**config.mk**
```make
export PLATFORM = sky130hd
export DESIGN_NAME = rv32_multicycle_core
export DESIGN_NICKNAME = d
export VERILOG_FILES = /design/src/rtl/rv32_multicycle_core.sv
export SDC_FILE = /design/constraint.sdc
export NUM_CORES = 2
export LEC_CHECK = 0
export CORE_MARGIN = 10
export CORE_UTILIZATION = 40
export DETAILED_ROUTE_END_ITERATION = 12
export PLACE_DENSITY_LB_ADDON = 0.08
export REMOVE_ABC_BUFFERS = 1
export SYNTH_ARGS = -nofsm -noshare
export SYNTH_HDL_FRONTEND = slang
export SYNTH_SLANG_ARGS = --single-unit
```
**constraint.sdc**
```tcl
create_clock -name clk_i -period 99.1 [get_ports clk_i]
set_clock_uncertainty 0.15 [all_clocks]
set_input_delay 19.82 -clock clk_i [delete_from_list [all_inputs] [get_ports clk_i]]
set_output_delay 19.82 -clock clk_i [all_outputs]
set_load 0.01 [all_outputs]
```
**src/rtl/rv32_multicycle_core.sv**
```systemverilog
`default_nettype none
// =====================================================================
// Module   : rv32_multicycle_core
// Desc     : Multi-cycle RV32I subset core (OP-IMM, LW, SW) sequenced
//            FETCH/DECODE/EXEC/MEM/WB with request/valid memory ports
//            and a sticky trap on illegal or misaligned instructions.
// Revision : 1.0 - initial release
// =====================================================================
module rv32_multicycle_core #(
    parameter logic [31:0] RESET_PC    = 32'h0000_0000,
    parameter int          NUM_REGS    = 32,
    parameter int          DATA_ADDR_W = 32
) (
    input  logic        clk_i,
    input  logic        rst_i,
    output logic        instr_req_o,
    output logic [31:0] instr_addr_o,
    input  logic        instr_valid_i,
    input  logic [31:0] instr_data_i,
    output logic        mem_req_o,
    output logic        mem_we_o,
    output logic [31:0] mem_addr_o,
    output logic [31:0] mem_data_o,
    input  logic        mem_valid_i,
    input  logic [31:0] mem_data_i,
    output logic        retire_o,
    output logic        illegal_o,
    input  logic [4:0]  dbg_reg_sel_i,
    output logic [31:0] dbg_reg_data_o
);

    localparam logic [6:0]  OP_IMM    = 7'b0010011;
    localparam logic [6:0]  LOAD      = 7'b0000011;
    localparam logic [6:0]  STORE     = 7'b0100011;
    localparam int          IDX_W     = (NUM_REGS == 16) ? 4 : 5;
    localparam logic [5:0]  NREG6     = 6'(NUM_REGS);
    localparam logic [31:0] ADDR_MASK = 32'hFFFF_FFFF >> (32 - DATA_ADDR_W);

    generate
        if (NUM_REGS != 32 && NUM_REGS != 16) begin : g_bad_num_regs
            $error("rv32_multicycle_core: NUM_REGS must be 16 or 32");
        end
    endgenerate

    typedef enum logic [2:0] {
        S_FETCH  = 3'd0,
        S_DECODE = 3'd1,
        S_EXEC   = 3'd2,
        S_MEM    = 3'd3,
        S_WB     = 3'd4,
        S_TRAP   = 3'd5
    } state_t;

    state_t      state_q, state_d;
    logic        run_q;
    logic [31:0] pc_q, ir_q, a_q, b_q, imm_q, res_q;
    logic [31:0] regs_q [NUM_REGS];

    // Instruction fields
    logic [6:0]  w_opcode, w_f7;
    logic [4:0]  w_rd, w_rs1, w_rs2, w_shamt;
    logic [2:0]  w_f3;
    logic [31:0] w_imm_i, w_imm_s, w_sum, w_alu;
    logic        w_legal, w_rd_ok, w_rs1_ok, w_rs2_ok, w_dbg_ok;

    assign w_opcode = ir_q[6:0];
    assign w_rd     = ir_q[11:7];
    assign w_f3     = ir_q[14:12];
    assign w_rs1    = ir_q[19:15];
    assign w_rs2    = ir_q[24:20];
    assign w_f7     = ir_q[31:25];
    assign w_imm_i  = {{20{ir_q[31]}}, ir_q[31:20]};
    assign w_imm_s  = {{20{ir_q[31]}}, ir_q[31:25], ir_q[11:7]};
    assign w_rd_ok  = {1'b0, w_rd}  < NREG6;
    assign w_rs1_ok = {1'b0, w_rs1} < NREG6;
    assign w_rs2_ok = {1'b0, w_rs2} < NREG6;
    assign w_sum    = a_q + imm_q;
    assign w_shamt  = imm_q[4:0];

    // Legality of the instruction held in IR
    always_comb begin
        w_legal = 1'b0;
        case (w_opcode)
            OP_IMM: begin
                w_legal = w_rd_ok && w_rs1_ok;
                if (w_f3 == 3'b001 && w_f7 != 7'b0000000)
                    w_legal = 1'b0;
                if (w_f3 == 3'b101 && w_f7 != 7'b0000000 && w_f7 != 7'b0100000)
                    w_legal = 1'b0;
            end
            LOAD:    w_legal = (w_f3 == 3'b010) && w_rd_ok && w_rs1_ok;
            STORE:   w_legal = (w_f3 == 3'b010) && w_rs1_ok && w_rs2_ok;
            default: w_legal = 1'b0;
        endcase
    end

    // OP-IMM arithmetic on the operands latched in DECODE
    always_comb begin
        w_alu = '0;
        case (w_f3)
            3'b000:  w_alu = a_q + imm_q;
            3'b010:  w_alu = {31'd0, $signed(a_q) < $signed(imm_q)};
            3'b011:  w_alu = {31'd0, a_q < imm_q};
            3'b100:  w_alu = a_q ^ imm_q;
            3'b110:  w_alu = a_q | imm_q;
            3'b111:  w_alu = a_q & imm_q;
            3'b001:  w_alu = a_q << w_shamt;
            default: w_alu = w_f7[5] ? 32'($signed(a_q) >>> w_shamt) : (a_q >> w_shamt);
        endcase
    end

    // State register
    always_ff @(posedge clk_i or posedge rst_i) begin
        if (rst_i) state_q <= S_FETCH;
        else       state_q <= state_d;
    end

    // Next-state sequencing
    always_comb begin
        state_d = state_q;
        case (state_q)
            S_FETCH:  if (run_q && instr_valid_i) state_d = S_DECODE;
            S_DECODE: state_d = w_legal ? S_EXEC : S_TRAP;
            S_EXEC: begin
                if (w_opcode == OP_IMM)        state_d = S_WB;
                else if (w_sum[1:0] != 2'b00)  state_d = S_TRAP;
                else                           state_d = S_MEM;
            end
            S_MEM:    if (mem_valid_i) state_d = S_WB;
            S_WB:     state_d = S_FETCH;
            S_TRAP:   state_d = S_TRAP;
            default:  state_d = S_TRAP;
        endcase
    end

    // Datapath: IR, operands, result/address, PC and register file
    always_ff @(posedge clk_i or posedge rst_i) begin
        if (rst_i) begin
            run_q <= 1'b0;
            pc_q  <= RESET_PC;
            ir_q  <= '0;
            a_q   <= '0;
            b_q   <= '0;
            imm_q <= '0;
            res_q <= '0;
            for (int i = 0; i < NUM_REGS; i++) regs_q[i] <= '0;
        end else begin
            // run_q keeps the fetch request low during the cycle reset releases
            run_q <= 1'b1;
            case (state_q)
                S_FETCH: if (run_q && instr_valid_i) ir_q <= instr_data_i;
                S_DECODE: begin
                    a_q   <= regs_q[w_rs1[IDX_W-1:0]];
                    b_q   <= regs_q[w_rs2[IDX_W-1:0]];
                    imm_q <= (w_opcode == STORE) ? w_imm_s : w_imm_i;
                end
                S_EXEC: res_q <= (w_opcode == OP_IMM) ? w_alu : w_sum;
                S_MEM: if (mem_valid_i && w_opcode == LOAD) res_q <= mem_data_i;
                S_WB: begin
                    if (w_opcode != STORE && w_rd != 5'd0)
                        regs_q[w_rd[IDX_W-1:0]] <= res_q;
                    pc_q <= pc_q + 32'd4;
                end
                default: ;
            endcase
        end
    end

    assign instr_req_o    = run_q && (state_q == S_FETCH);
    assign instr_addr_o   = pc_q;
    assign mem_req_o      = (state_q == S_MEM);
    assign mem_we_o       = (state_q == S_MEM) && (w_opcode == STORE);
    assign mem_addr_o     = (state_q == S_MEM) ? (res_q & ADDR_MASK) : 32'd0;
    assign mem_data_o     = (state_q == S_MEM) ? b_q : 32'd0;
    assign retire_o       = (state_q == S_WB);
    assign illegal_o      = (state_q == S_TRAP);
    assign w_dbg_ok       = (dbg_reg_sel_i != 5'd0) && ({1'b0, dbg_reg_sel_i} < NREG6);
    assign dbg_reg_data_o = w_dbg_ok ? regs_q[dbg_reg_sel_i[IDX_W-1:0]] : 32'd0;

endmodule
`default_nettype wire

```
---- After elaboration in Yosys (flattened, before gate mapping) ----
Index checks and enable logic that the tools add are counted.
word-level totals
  output and inout bits ................... 133
  bits of input ports ..................... 73
  logic and storage cells ................. 130
  register bits ........................... 1,200
operators by class
  shifts and indexed selects .............. 3
  order comparisons ....................... 7
  reductions and logical operators ........ 21
  bitwise logic cells ..................... 7
  equality and inequality tests ........... 20
  add/subtract/negate cells ............... 2
  muxes and demuxes ....................... 30
operators by type and width
  cell                     count
  $bwmux W1024             1
  $bmux W32 S5             3
  $mux W32                 13
  $pmux W32 S7             1
  $demux W32 S5            1
  $pmux W32 S2             1
  $add A32 B3 Y32 const B  1
  $add A32 B32 Y32         1
  $and A32 B32 Y32         1
  $lt A32 B12 Y1           1
  $lt A32 B32 Y1           1
  $or A32 B32 Y32          1
  $shl A32 B5 Y32          1
  $shr A32 B5 Y32          1
  $sshr A32 B5 Y32         1
  $xor A32 B32 Y32         1
  $ge A6 B6 Y1 const B     4
  $not A5 Y6               4
  $eq A3 B3 Y1 const B     6
  $mux W3                  5
  $pmux W3 S5              1
  $ne A7 B6 Y1 const B     2
  $eq A3 B2 Y1 const B     4
  $reduce_bool A5 Y1       2
  16 further kinds         32

---- Depth between registers and ports, before layout ----
  depth in word-level cells ............... 7
  mapped depth ............................ 14
  gate-level depth less buffers ........... 11

---- Worst setup path before layout ----
No wires, ideal clock.
  kind .................................... input to output
  from .................................... in dbg_reg_sel_i[0]
  to ...................................... out dbg_reg_data_o[10]
  path slack .............................. 57,222 ps
  path buffers ............................ 3
  stages .................................. 7
  required time ........................... 79,130 ps
  arrival ................................. 21,908 ps
  cells stage by stage .................... clkbuf_1 buf_2 buf_1 mux4_2 mux4_2 mux2i_1 nor2_1
on the way
  longest elaborated chain between the ends .. 5
  elaborated cells between the ends (all ways) .. 6
  those cells by class .................... 4 x mux; 1 x bitwise; 1 x reduce/logical
RTL lines
  item                                         RTL line  RTL
  start: declaration                           28        input logic [4:0] dbg_reg_sel_i,
  $not A5 Y6 (not written as such)             178       assign dbg_reg_data_o = w_dbg_ok ? regs_q[dbg_reg_sel_i[IDX_W-1:0]] : 32'd0;
  $bmux W32 S5                                 178
  $mux W32 (not written as such) (2 in a row)  178
  $mux W32 (*)                                 178
  end: declaration                             29        output logic [31:0] dbg_reg_data_o
Every way passes the cells marked *; elsewhere a longest branch is shown, timed or not. The select of a mux whose other input is x is not followed.

---- Worst setup path after layout ----
  from .................................... in dbg_reg_sel_i[1]
  to ...................................... out dbg_reg_data_o[10]
The elaborated chain is that of the path after synthesis.

==> out/results.txt <==
Slowest-stage cell, CP: buf_4
Overflow after GRT: 0
row count: 161
Slew Limit Fails: 0
R2R Setup Slk: 93.45 ns
Clk pwr share: 52.7%
global placement routability congestion: 0.986
Post-Syn Area: 0.0775 mm²
worst reg2reg path startpoint: ir_q[15]$_DFFE_PP0P_
IO Pins: 206
post-route ant nets: 0
startpoint type of the worst setup path: input pin
Synth cell types: 86
area share of the largest cell type after synthesis: 38.7%
critical path's largest stage delay: 0.86 ns
crit path DAT: 24.34 ns
Mapped Cells: 5471
most frequent cells in the layout: dfrtp_1 (1182), mux4_2 (1011), mux2_2 (1009)
Period minus WS final: 44.31 ns
Top delay family on crit path: buffers and inverters
cts-stage hold buffer count: 0
worst reg2reg path depth: 8
switching power: 248 µW
Clock Latency Late Sink: 0.83 ns
RSZ-0062 raised after global routing: false
Gate power share: 2.7%
initial antenna violation count: 11
Pwr Density: 12.7 mW/mm²
Crit. End Element: output pin
Syn-to-layout area delta: 11.4%
Sink Count: 1198
worst slew pin tran: 1.17 ns
All-Layer GR Usage: 26.5%
Longest Clk Path Bufs: 3
Seq/Total Area, Yosys: 38.7%
Max Clk Rate: 22.6 MHz
CTS tree: done
hold crit path type: reg -> reg
drt drc: 0
Root Driver: clkbuf_16
Main synth FF type: dfrtp_1
crit path cell chain: buf_8 -> buf_4 -> buf_4 -> mux4_2 -> mux4_2 -> mux2i_1 -> nor2_1 -> clkdlybuf4s50_1
dpl hpwl: 171 mm
vias: 52100
synth top area cells: dfrtp_1 (39%), mux4_2 (29%), mux2_2 (15%), mux2i_1 (2.1%), clkbuf_1 (1.7%)
register share of total power: 44.6%
nets@finish: 5528
LEAKAGE: 36.7 nW
Yosys reg bits: 1198
Setup Fix Bufs, Post-CTS: 0
Initial Util: 40.2%
YS warnings: 0
via/cell ratio: 6.50
cell area after layout: 0.0863 mm²
sw frac: 22.6%
vias in the first global route: 52900
DRT Pass-1 Iters: 6
post-CTS sizing: 0
commonest non-fill, non-tap cell in the layout: dfrtp_1
status: complete, no violations
post-route setup TNS: 0 ns
worst-path maximum fanout: 66
initial DRC count: 5139
Slew HR: 22.0%
fin util: 44.8%
Internal: 849 µW
cell taking the most area after synthesis: dfrtp_1
Routed WL per cell: 35.2 µm
Placeable Area: 0.193 mm²
Num CTS Buffers: 147
Die Wd: 460 µm
Final Setup Violations: 0
Fillers: 17300
Crit Reg-Reg Endpoint: a_q[21]$_DFFE_PP0P_
critical path type: in -> out
Hold Crit Depth: 0
clk slew on worst S/H paths: 0.05 ns
Max Cap Viol: 0
min-delay src: regs_q[1019]$_DFFE_PP0P_
Post-synth EDFFs: 0
average cell area after synthesis: 14.2 µm²
PortBufs: 203
fraction of registers with async set/reset: 100%
Routed WL: 282 mm
crit path buf inv count: 4
Die Ht: 460 µm
global-route wire length before repair: 408 mm
Worst VDD drop: 0.0144 mV
placed cell areas: 0.0811 mm²
Critical Path RT: 79.13 ns
Final Cycle Share: 44.7%
layout cells sized above 1: 45.4%
htree depth: 4
worst min-delay path endpoint: regs_q[1019]$_DFFE_PP0P_
full die area: 0.212 mm²
Final Hold Fails: 0
largest net degree at the start of global routing: 164
[metrics by stage]
step | worst slack (ns) | hold WS (ns) | cells | total power [mW]
detailed placement | 54.94 | 0.252 | 7733 | 0.529
floorplan | 45.38 | 0.231 | 4857 | 0.512
global route | 54.73 | 0.276 | 8005 | 1.13
finish | 54.79 | 0.264 | 8007 | 1.10
CTS | 54.95 | 0.265 | 8004 | 1.11
global placement | 55.02 | 0.251 | 7733 | 0.528
[cell type report]
type	instances	area, µm²	share of cell area (%)
repair buffers	350	3220	3.73
well taps	2526	3160	3.66
multi-input cells	3575	44400	51.4
clock inverters	49	749	0.868
diodes	3	7.51	0.00870
flip-flops and latches	1198	30000	34.8
inverters	84	323	0.374
clock buffers	222	4430	5.13
[worst max path at each step]
stage	from	end	slack [ns]	cells after the start
floorplan	rst_i	a_q[0]$_DFFE_PP0P_	45.38	1
global placement	dbg_reg_sel_i[1]	dbg_reg_data_o[10]	55.02	8
detailed placement	dbg_reg_sel_i[1]	dbg_reg_data_o[10]	54.94	8
CTS	dbg_reg_sel_i[1]	dbg_reg_data_o[10]	54.95	8
global route	dbg_reg_sel_i[1]	dbg_reg_data_o[10]	54.73	8
finish	dbg_reg_sel_i[1]	dbg_reg_data_o[10]	54.79	8
[power by group through the flow]
stage                     combinational (mW)  sequential [mW]  clock (mW)
after CTS                             0.0306            0.489       0.591
after global routing                  0.0324            0.489       0.612
after detailed placement              0.0306            0.498           0
final                                 0.0294            0.489       0.578
after floorplan                       0.0125            0.499           0
after global placement                0.0302            0.498           0
[state kept, by name, summed over array words and instances (netlist names)]
signal        cells
a_q              32
b_q              32
imm_q            12
instr_addr_o     30
ir_q             32
regs_q         1024
res_q            32
run_q             1
state_q           3
[routing by layer]
layer  up-vias  share of wire (%)  GRT usage (%)
met3       449                7.2           5.75
met1     28400                 44           37.8
li1      21200                  -              -
met5         -             0.0082              0
met4         4                3.6           8.94
met2      2033                 45           40.1
[logic make-up (layout without fill, tap and decap cells)]
kind of cell,after synthesis,count (layout),synth area share [%]
buffers and inverters,699,705,4.26
xor gates and xnor gates,57,57,0.644
DFF,1198,1198,38.7
adders and majority gates,99,99,1.61
AOI/OAI and AO/OA,538,538,4.21
and+or+nand+nor,683,683,4.23
muxes,2195,2195,46.3
other,2,6,0.00969
[cells in the mapped netlist, drive strengths merged (4+ instances only)]
master and instances:
a221o 9, nor3 33, nand4 9, o32ai 4, o21ai 157, xor2 12
mux4 1011, a31oi 19, nor3b 8, and3 79, mux2 1025, and2 8
a32oi 4, o31ai 7, a211oi 17, clkbuf 354, nand2 215, mux2i 159
nor4 10, dfrtp 1198, a21o 10, a22oi 8, o21bai 11, a221oi 16
or4 5, a21oi 193, and4 5, o211ai 24, nand3 30, xnor2 45
buf 261, or3 15, o22ai 15, ha 98, nor2 250, a22o 5
o221ai 12, nor2b 5, inv 83
No activity file was read; power rests on OpenSTA's default activity.
